**config.mk**
```make
export PLATFORM = sky130hd
export DESIGN_NAME = mem_stage_lsu
export DESIGN_NICKNAME = d
export VERILOG_FILES = /design/src/rtl/mem_stage_lsu.sv
export SDC_FILE = /design/constraint.sdc
export NUM_CORES = 1
export LEC_CHECK = 0
export BUFFER_PORTS_ARGS = -buffer_cell sky130_fd_sc_hd__buf_2
export CAP_MARGIN = 20
export CORE_UTILIZATION = 43
export CTS_CLUSTER_DIAMETER = 100
export CTS_CLUSTER_SIZE = 28
export DETAILED_ROUTE_END_ITERATION = 10
export PLACE_DENSITY_LB_ADDON = 0.2
export SLEW_MARGIN = 20
export SYNTH_ARGS = -nofsm -noshare
export SYNTH_HDL_FRONTEND = slang
export SYNTH_SLANG_ARGS = --single-unit
```
**constraint.sdc**
```tcl
create_clock -name clk -period 1.95 [get_ports clk]
set_input_delay 0.2925 -clock clk [delete_from_list [all_inputs] [get_ports clk]]
set_output_delay 0.2925 -clock clk [all_outputs]
set_load 0.1 [all_outputs]
```
**src/rtl/mem_stage_lsu.sv**
```systemverilog
// -----------------------------------------------------------------------------
// mem_stage_lsu
// Memory stage / load-store unit for a simple in-order pipeline. Holds one
// instruction in a stage register, performs at most one data-memory access
// for it (req/gnt handshake, then rvalid for loads) and presents the result
// to the write-back side for exactly one cycle.
//
// Configuration macro: LSU_MISALIGN_TRAP_EN
//   defined   : misaligned halfword/word accesses skip the bus and report
//               misalign_exc in their DONE cycle without a register write.
//   undefined : misalign_exc is tied low; misaligned accesses go to the bus
//               with the usual byte shift/strobe and out-of-word bits dropped.
//
// Ports
//   clk, rst               : clock, synchronous active-high reset
//   ex_*                   : instruction presented by the execute stage
//   ex_ready               : stage register accepts this cycle
//   mem_valid ... bus_err  : stage-2 outputs toward write-back / forwarding
//   dmem_*                 : data-memory request/response channel
// -----------------------------------------------------------------------------
module mem_stage_lsu #(
   parameter int unsigned RESP_TIMEOUT = 255
) (
   input  logic        clk,
   input  logic        rst,
   input  logic        ex_valid,
   input  logic        ex_is_load,
   input  logic        ex_is_store,
   input  logic [2:0]  ex_funct3,
   input  logic [31:0] ex_addr,
   input  logic [31:0] ex_store_data,
   input  logic [31:0] ex_alu_result,
   input  logic [4:0]  ex_rd,
   input  logic        ex_write_reg,
   input  logic [31:0] ex_pc,
   output logic        ex_ready,
   output logic        mem_valid,
   output logic [4:0]  destination_reg_stage2,
   output logic        write_reg_stage2,
   output logic [31:0] rd_result_stage2,
   output logic [31:0] PC_stage2,
   output logic        memstage_load_into_reg,
   output logic        load_data_valid,
   output logic        misalign_exc,
   output logic        bus_err,
   output logic        dmem_req,
   output logic        dmem_we,
   output logic [31:0] dmem_addr,
   output logic [31:0] dmem_wdata,
   output logic [3:0]  dmem_wstrb,
   input  logic        dmem_gnt,
   input  logic        dmem_rvalid,
   input  logic [31:0] dmem_rdata
);

   typedef enum logic [1:0] {
      S_IDLE = 2'd0,
      S_REQ  = 2'd1,
      S_WAIT = 2'd2,
      S_DONE = 2'd3
   } state_e;

   // Last counter value before the WAIT timeout fires.
   localparam logic [7:0] TMO_LAST = 8'(RESP_TIMEOUT - 1);

   // Select the addressed byte/halfword of a read word and extend it.
   function automatic logic [31:0] load_extract(input logic [2:0] f3,
                                                input logic [1:0] off,
                                                input logic [31:0] rdata);
      logic [31:0] sh;
      sh = rdata >> {off, 3'b000};
      case (f3)
         3'b000:  load_extract = {{24{sh[7]}}, sh[7:0]};
         3'b001:  load_extract = {{16{sh[15]}}, sh[15:0]};
         3'b100:  load_extract = {24'd0, sh[7:0]};
         3'b101:  load_extract = {16'd0, sh[15:0]};
         default: load_extract = sh;
      endcase
   endfunction

   // Replicate store data so every byte lane carries the right value.
   function automatic logic [31:0] store_wdata(input logic [2:0] f3,
                                               input logic [31:0] data);
      case (f3[1:0])
         2'b00:   store_wdata = {4{data[7:0]}};
         2'b01:   store_wdata = {2{data[15:0]}};
         default: store_wdata = data;
      endcase
   endfunction

   // Byte-enable pattern; shifted-out lanes of a misaligned access are dropped.
   function automatic logic [3:0] store_wstrb(input logic [2:0] f3,
                                              input logic [1:0] off);
      case (f3[1:0])
         2'b00:   store_wstrb = 4'b0001 << off;
         2'b01:   store_wstrb = 4'b0011 << off;
         default: store_wstrb = 4'b1111;
      endcase
   endfunction

   state_e      state_q, state_d;
   logic        is_load_q, is_load_d;
   logic        is_store_q, is_store_d;
   logic [2:0]  funct3_q, funct3_d;
   logic [31:0] addr_q, addr_d;
   logic [31:0] wdata_q, wdata_d;
   logic [3:0]  wstrb_q, wstrb_d;
   logic [4:0]  rd_q, rd_d;
   logic        write_reg_q, write_reg_d;
   logic [31:0] pc_q, pc_d;
   logic [31:0] result_q, result_d;
   logic        mem_valid_q, mem_valid_d;
   logic        bus_err_q, bus_err_d;
   logic        misalign_q, misalign_d;
   logic [7:0]  cnt_q, cnt_d;
   logic        capture_s;
   logic        misaligned_s;
   logic [31:0] ld_data_s;

   assign capture_s = ex_valid && ex_ready;
   assign ld_data_s = load_extract(funct3_q, addr_q[1:0], dmem_rdata);

`ifdef LSU_MISALIGN_TRAP_EN
   assign misaligned_s = (ex_is_load || ex_is_store) &&
                         (((ex_funct3[1:0] == 2'b01) && ex_addr[0]) ||
                          ((ex_funct3[1:0] == 2'b10) && (ex_addr[1:0] != 2'b00)));
`else
   assign misaligned_s = 1'b0;
`endif

   // Next-state and stage-register update logic.
   always_comb begin
      state_d     = state_q;
      is_load_d   = is_load_q;
      is_store_d  = is_store_q;
      funct3_d    = funct3_q;
      addr_d      = addr_q;
      wdata_d     = wdata_q;
      wstrb_d     = wstrb_q;
      rd_d        = rd_q;
      write_reg_d = write_reg_q;
      pc_d        = pc_q;
      result_d    = result_q;
      cnt_d       = cnt_q;
      mem_valid_d = 1'b0;
      bus_err_d   = 1'b0;
      misalign_d  = 1'b0;
      case (state_q)
         S_IDLE, S_DONE: begin
            if (capture_s) begin
               is_load_d   = ex_is_load;
               is_store_d  = ex_is_store && !ex_is_load;
               funct3_d    = ex_funct3;
               addr_d      = ex_addr;
               wdata_d     = store_wdata(ex_funct3, ex_store_data);
               wstrb_d     = store_wstrb(ex_funct3, ex_addr[1:0]);
               rd_d        = ex_rd;
               write_reg_d = ex_write_reg;
               pc_d        = ex_pc;
               result_d    = ex_alu_result;
               if (misaligned_s) begin
                  state_d     = S_DONE;
                  mem_valid_d = 1'b1;
                  misalign_d  = 1'b1;
                  write_reg_d = 1'b0;
               end else if (ex_is_load || ex_is_store) begin
                  state_d = S_REQ;
               end else begin
                  state_d     = S_IDLE;
                  mem_valid_d = 1'b1;
               end
            end else begin
               state_d = S_IDLE;
            end
         end
         S_REQ: begin
            if (dmem_gnt) begin
               if (is_store_q) begin
                  state_d     = S_DONE;
                  mem_valid_d = 1'b1;
               end else if (dmem_rvalid) begin
                  // Zero-latency response completes the load right away.
                  state_d     = S_DONE;
                  mem_valid_d = 1'b1;
                  result_d    = ld_data_s;
               end else begin
                  state_d = S_WAIT;
                  cnt_d   = 8'd0;
               end
            end else begin
               state_d = S_REQ;
            end
         end
         S_WAIT: begin
            if (dmem_rvalid) begin
               state_d     = S_DONE;
               mem_valid_d = 1'b1;
               result_d    = ld_data_s;
            end else if (cnt_q >= TMO_LAST) begin
               // Response never came: abort without a register write.
               state_d     = S_DONE;
               mem_valid_d = 1'b1;
               bus_err_d   = 1'b1;
               write_reg_d = 1'b0;
            end else begin
               cnt_d = cnt_q + 8'd1;
            end
         end
         default: begin
            state_d = S_IDLE;
         end
      endcase
   end

   // Stage register with synchronous reset.
   always_ff @(posedge clk) begin
      if (rst) begin
         state_q     <= S_IDLE;
         is_load_q   <= 1'b0;
         is_store_q  <= 1'b0;
         funct3_q    <= 3'd0;
         addr_q      <= 32'd0;
         wdata_q     <= 32'd0;
         wstrb_q     <= 4'd0;
         rd_q        <= 5'd0;
         write_reg_q <= 1'b0;
         pc_q        <= 32'd0;
         result_q    <= 32'd0;
         mem_valid_q <= 1'b0;
         bus_err_q   <= 1'b0;
         misalign_q  <= 1'b0;
         cnt_q       <= 8'd0;
      end else begin
         state_q     <= state_d;
         is_load_q   <= is_load_d;
         is_store_q  <= is_store_d;
         funct3_q    <= funct3_d;
         addr_q      <= addr_d;
         wdata_q     <= wdata_d;
         wstrb_q     <= wstrb_d;
         rd_q        <= rd_d;
         write_reg_q <= write_reg_d;
         pc_q        <= pc_d;
         result_q    <= result_d;
         mem_valid_q <= mem_valid_d;
         bus_err_q   <= bus_err_d;
         misalign_q  <= misalign_d;
         cnt_q       <= cnt_d;
      end
   end

   // All outputs decode directly from flops.
   assign ex_ready               = (state_q == S_IDLE) || (state_q == S_DONE);
   assign mem_valid              = mem_valid_q;
   assign destination_reg_stage2 = rd_q;
   assign write_reg_stage2       = write_reg_q;
   assign rd_result_stage2       = result_q;
   assign PC_stage2              = pc_q;
   assign memstage_load_into_reg = is_load_q && (state_q != S_IDLE);
   assign load_data_valid        = is_load_q && (state_q == S_DONE) && !bus_err_q && !misalign_q;
   assign misalign_exc           = misalign_q;
   assign bus_err                = bus_err_q;
   assign dmem_req               = (state_q == S_REQ);
   assign dmem_we                = (state_q == S_REQ) && is_store_q;
   assign dmem_addr              = {addr_q[31:2], 2'b00};
   assign dmem_wdata             = wdata_q;
   assign dmem_wstrb             = ((state_q == S_REQ) && is_store_q) ? wstrb_q : 4'b0000;

endmodule
```
==> After elaboration in Yosys (flattened, before gate mapping) <==
Cells that the tools add are included.
{ "classes": {"add_sub_neg": 1, "bitwise": 1, "shifts": 3, "muxes": 35, "n_reduce_logical": 22, "eq_ne": 15, "magnitude_cmp": 1} }
{ "ops": {"columns": ["op", "count"], "rows": [
  ["two-way mux 32 bit", 4],
  ["case mux 32 bit (4 select lines)", 1],
  ["case mux 32 bit (3 select lines)", 1],
  ["case mux 32 bit (2 select lines)", 1],
  ["two-way mux 8 bit", 5],
  ["right shift 32 x 5 -> 32 bit", 1],
  ["case mux 8 bit (2 select lines)", 1],
  ["two-way mux 1 bit", 13],
  ["inequality test 2 bit, second input constant", 6],
  ["adder 8 x 1 -> 8 bit, second input constant", 1],
  [">= comparator 8 bit, second input constant", 1],
  ["two-way mux 2 bit", 4],
  ["case mux 4 bit (2 select lines)", 1],
  ["== test 3 bit, second input constant", 2],
  ["logical AND 1 bit", 6],
  ["case mux 2 bit (3 select lines)", 1],
  ["AND reduction 6 bit", 1],
  ["nonzero test 2 bit", 3],
  ["== test 2 x 1 -> 1 bit, second input constant", 2],
  ["== test 2 bit, second input constant", 2],
  ["zero test 2 bit", 2],
  ["two-way mux 4 bit", 1],
  ["AND reduction 4 bit", 1],
  ["left shift 1 x 2 -> 4 bit, first input constant", 1],
  ["other kinds (14)", 16]
]} }
{ "totals": {"out_inout_bits": 146, "ff_bits": 155, "word_cells": 92} }

==> Logic depth before layout (Yosys ltp) <==
{ "logic_depth": {"ltp_word": 6, "mapped_depth": 8} }

==> Worst setup path after synthesis <==
No wires, ideal clock.
{ "synth_timing": {"kind": "reg2out", "startpoint": "register state_q[1]", "endpoint": "output dmem_wstrb[2]", "stages_incl_launch_ff": 5, "slack_ns": -0.734, "arrival_time_ns": 2.391, "path_buffers": 1, "path_cell_list": "dfxtp_1 inv_1 ha_1 clkbuf_1 and3_1"} }
{ "synth_via": {"elab_chain_len": 3} }
{ "synth_lines": {"columns": ["item", "line", "source"], "rows": [
  ["start, declared", "101", "state_e state_q, state_d;"],
  ["start signal, assigned", "234", "state_q <= state_d;"],
  ["== test 2 x 1 -> 1 bit", null, null],
  ["via dmem_req", "46", "output logic dmem_req,"],
  ["logical AND 1 bit", "267", "assign dmem_wstrb = ((state_q == S_REQ) && is_store_q) ? wstrb_q : 4'b0000;"],
  ["two-way mux 4 bit", "267", null],
  ["end, declared", "50", "output logic [3:0] dmem_wstrb,"]
]} }
The timed path passes the listed nets, and every way through them passes these cells.

==> Worst setup path after layout <==
{ "layout_timing": {"startpoint": "register state_q[0]", "endpoint": "output dmem_wstrb[2]"} }
{ "layout_via": {"elab_chain_len": 3} }
{ "layout_lines": {"columns": ["item", "line"], "rows": [
  ["== test 2 x 1 -> 1 bit", "267"],
  ["logical AND 1 bit", "267"],
  ["two-way mux 4 bit", "267"]
]} }
No other way between the ends.

==> metrics.cfg <==
[outcome]
status=complete, no violations

[setup_path]
cp.depth=5
worstSetupEndpointType=primary output
slowest_stage=dfxtp_1
r2r_cells=7
slowest_delay_ps=310
worst_setup_path_start_kind=flop
cp_cell_sequence=buf_4, ha_4, buf_8, and3_2, buf_12
path_delay_family=buffers and inverters
path_max_fanout=10
worst-path-buf-inv=3
critical_path_class=flop to primary output
crit_arrival_ps=1600
worstPathRequired_ps=1660

[sta]
fin_crit_sh=0.972
rsz0062_at_grt=true
setup_viol=0
worst_slew_pin_slew_ps=725
fin_crit_ps=1890
hold_viol=0
tns_ps=0
clock_skew_ps=15.1
fmax_mhz=528
timing.hold.ws_ps=97.9
relSlewSlack=0.515
drv_slew=0

[clocking]
cts_buffers=17
clock_sinks=155
cts_hold_buf=0
cts_tree=done
path_clk_slew_ps=60
htreeDepth=4
cts_max_path_buffers=2
cts_root_buf=clkbuf_16
clkLatencyLatePin_ps=420

[yosys]
synth_cell_types=55
yosysTopAreaCell=dfxtp_1
ys_warn_count=0
synth_area_leaders=dfxtp_1 (43%), nand2_1 (13%), a21oi_1 (8.1%)
yosysSeqAreaShare=0.428
ys_top_cells_by_count=nand2_1 (243), dfxtp_1 (155), a21oi_1 (117)
synth_most_common_cell=nand2_1
synth_top_area_frac=0.428
synthFlopType=dfxtp_1
postSynthAreaPerCell_um2=8.02
synthCells=904
synth-edff-count=0
synth-async-reset-ratio=0
syn_area_um2=7250
synth_seq_cells=155

[floorplanning]
core_area_um2=16500
ios=322
die_width_um=132
die_h_um=132
die_area_um2=17400
floorplan.initialDensity=0.439
rows=47

[power_and_ir_drop]
ir_worst_vdd_uv=583
power_mw=10.4
power.density_nw_per_um2=1070
leakage_nw=4.34

[global_route]
grt_max_degree=88
antenna_found_initial=2
grt.total_usage=0.246
grt_pass1_wl_um=34100
overflow=0
grt_pass1_vias=6562

[route]
first_iter_violations=356
ant_nets=0
finalWirelength_um=22100
drc_errors=0
num_vias=7219
firstDrtPassIters=5
wl_per_cell_um=15.7
post_drt_via_cell_ratio=5.13

[placed_design]
hpwlAfterDp_um=15600
gp_congestion=0.878
dpl.cell_count=1369
portBuffers=318

[layout]
layout-drive-gt1-share=0.356
nets=1353
layout.cells.non_filler=1406
area_growth_pct=33.3
post-route-util=0.585

[min_path]
hold_class=input pin to flop
min_path_cells=3

[flow_run]
cap_violations=0

per-stage QoR:
step | worst slack (ps) | instance area [µm²]
after global routing | -20.7 | 9670
after floorplan | -141 | 7270
after CTS | 4.41 | 9590
after global placement | 27.2 | 8970
final | 55.3 | 9670
after detailed placement | -51.6 | 8970
kinds of logic (layout without fill, tap and decap cells):
logic type | count (synthesis) | count (layout) | share of synthesized area
AOI/OAI and AO/OA | 250 | 250 | 0.210
muxes | 49 | 49 | 0.0725
DFF | 155 | 155 | 0.428
adders and majority gates | 6 | 6 | 0.0104
and+or+nand+nor | 332 | 332 | 0.195
other | 1 | 5 | 0.000517
buffers and inverters | 111 | 389 | 0.0842
cells in the final DEF (no fill, tap or decap), drive strengths merged, types with 3 or more instances in the layout:
cell        n
buf       347
nand2     243
dfxtp     155
a21oi     118
o21ai      52
mux2i      33
nor2       32
clkbuf     24
a211oi     17
a221oi     17
mux2       15
o211ai     12
nor2b      11
o22ai      10
inv        10
nor3        8
a311oi      8
or4         6
ha          6
and3        4
o31ai       4
nand2b      4
nand3       3
or3         3
or2         3
conb        3
clkinvlp    3
clkinv      3
sequential cells by signal, summed over array words and instances (netlist names):
name and count:
PC_stage2 32, addr_q 32, bus_err 1, cnt_q 8, destination_reg_stage2 5, dmem_wdata 32, funct3_q 3, is_load_q 1
is_store_q 1, mem_valid 1, rd_result_stage2 32, state_q 2, write_reg_stage2 1, wstrb_q 4
layout make-up:
type	count	area [µm²]
fill	1574	6860
multi-input combinational	640	3600
sequential	155	3100
timing repair buffer	349	2070
clock buffer	22	464
tap	220	275
clock inverter	10	115
inverter	8	30.0
antenna	2	5.00
layer usage:
metal  wire length (µm)  vias up  track usage  part of all wire
met2              10800      269        0.419              0.49
met5                  0        -            0                 0
li1                   -     3622            -                 -
met1               9250     3306        0.294              0.42
met3               1750       22       0.0788             0.079
met4                266        0       0.0769             0.012
worst paths after layout:
path | startpoint | to | slack, ps
hold reg to reg | dmem_wdata[28]$_SDFFE_PP0P_ | dmem_wdata[28]$_SDFFE_PP0P_ | 450
setup reg to reg | state_q[0]$_SDFFE_PP0P_ | PC_stage2[15]$_SDFFE_PP0P_ | 100
hold / removal | ex_pc[30] | PC_stage2[30]$_SDFFE_PP0P_ | 100
setup / recovery | state_q[0]$_SDFFE_PP0P_ | dmem_wstrb[2] | 60
worst min-delay path, cell delays in order:
cell     delay, ps
buf_2           90
nand2_1         40
a21oi_1         50
power by group:
| group | switching, mW | internal [mW] |
|---|---|---|
| logic | 2.72 | 0.787 |
| clock network | 1.34 | 1.95 |
| registers | 0.135 | 3.44 |
what timing repair did:
action / in CTS / in global routing
buffers inserted: 0 / 2
endpoints found under the setup margin: 8 / 9
pin swaps: 1 / 1
endpoints found under the hold margin: 0 / 0
gates resized for setup: 10 / 5
cloned: 0 / 1
Power figures use the tool's default switching activity.
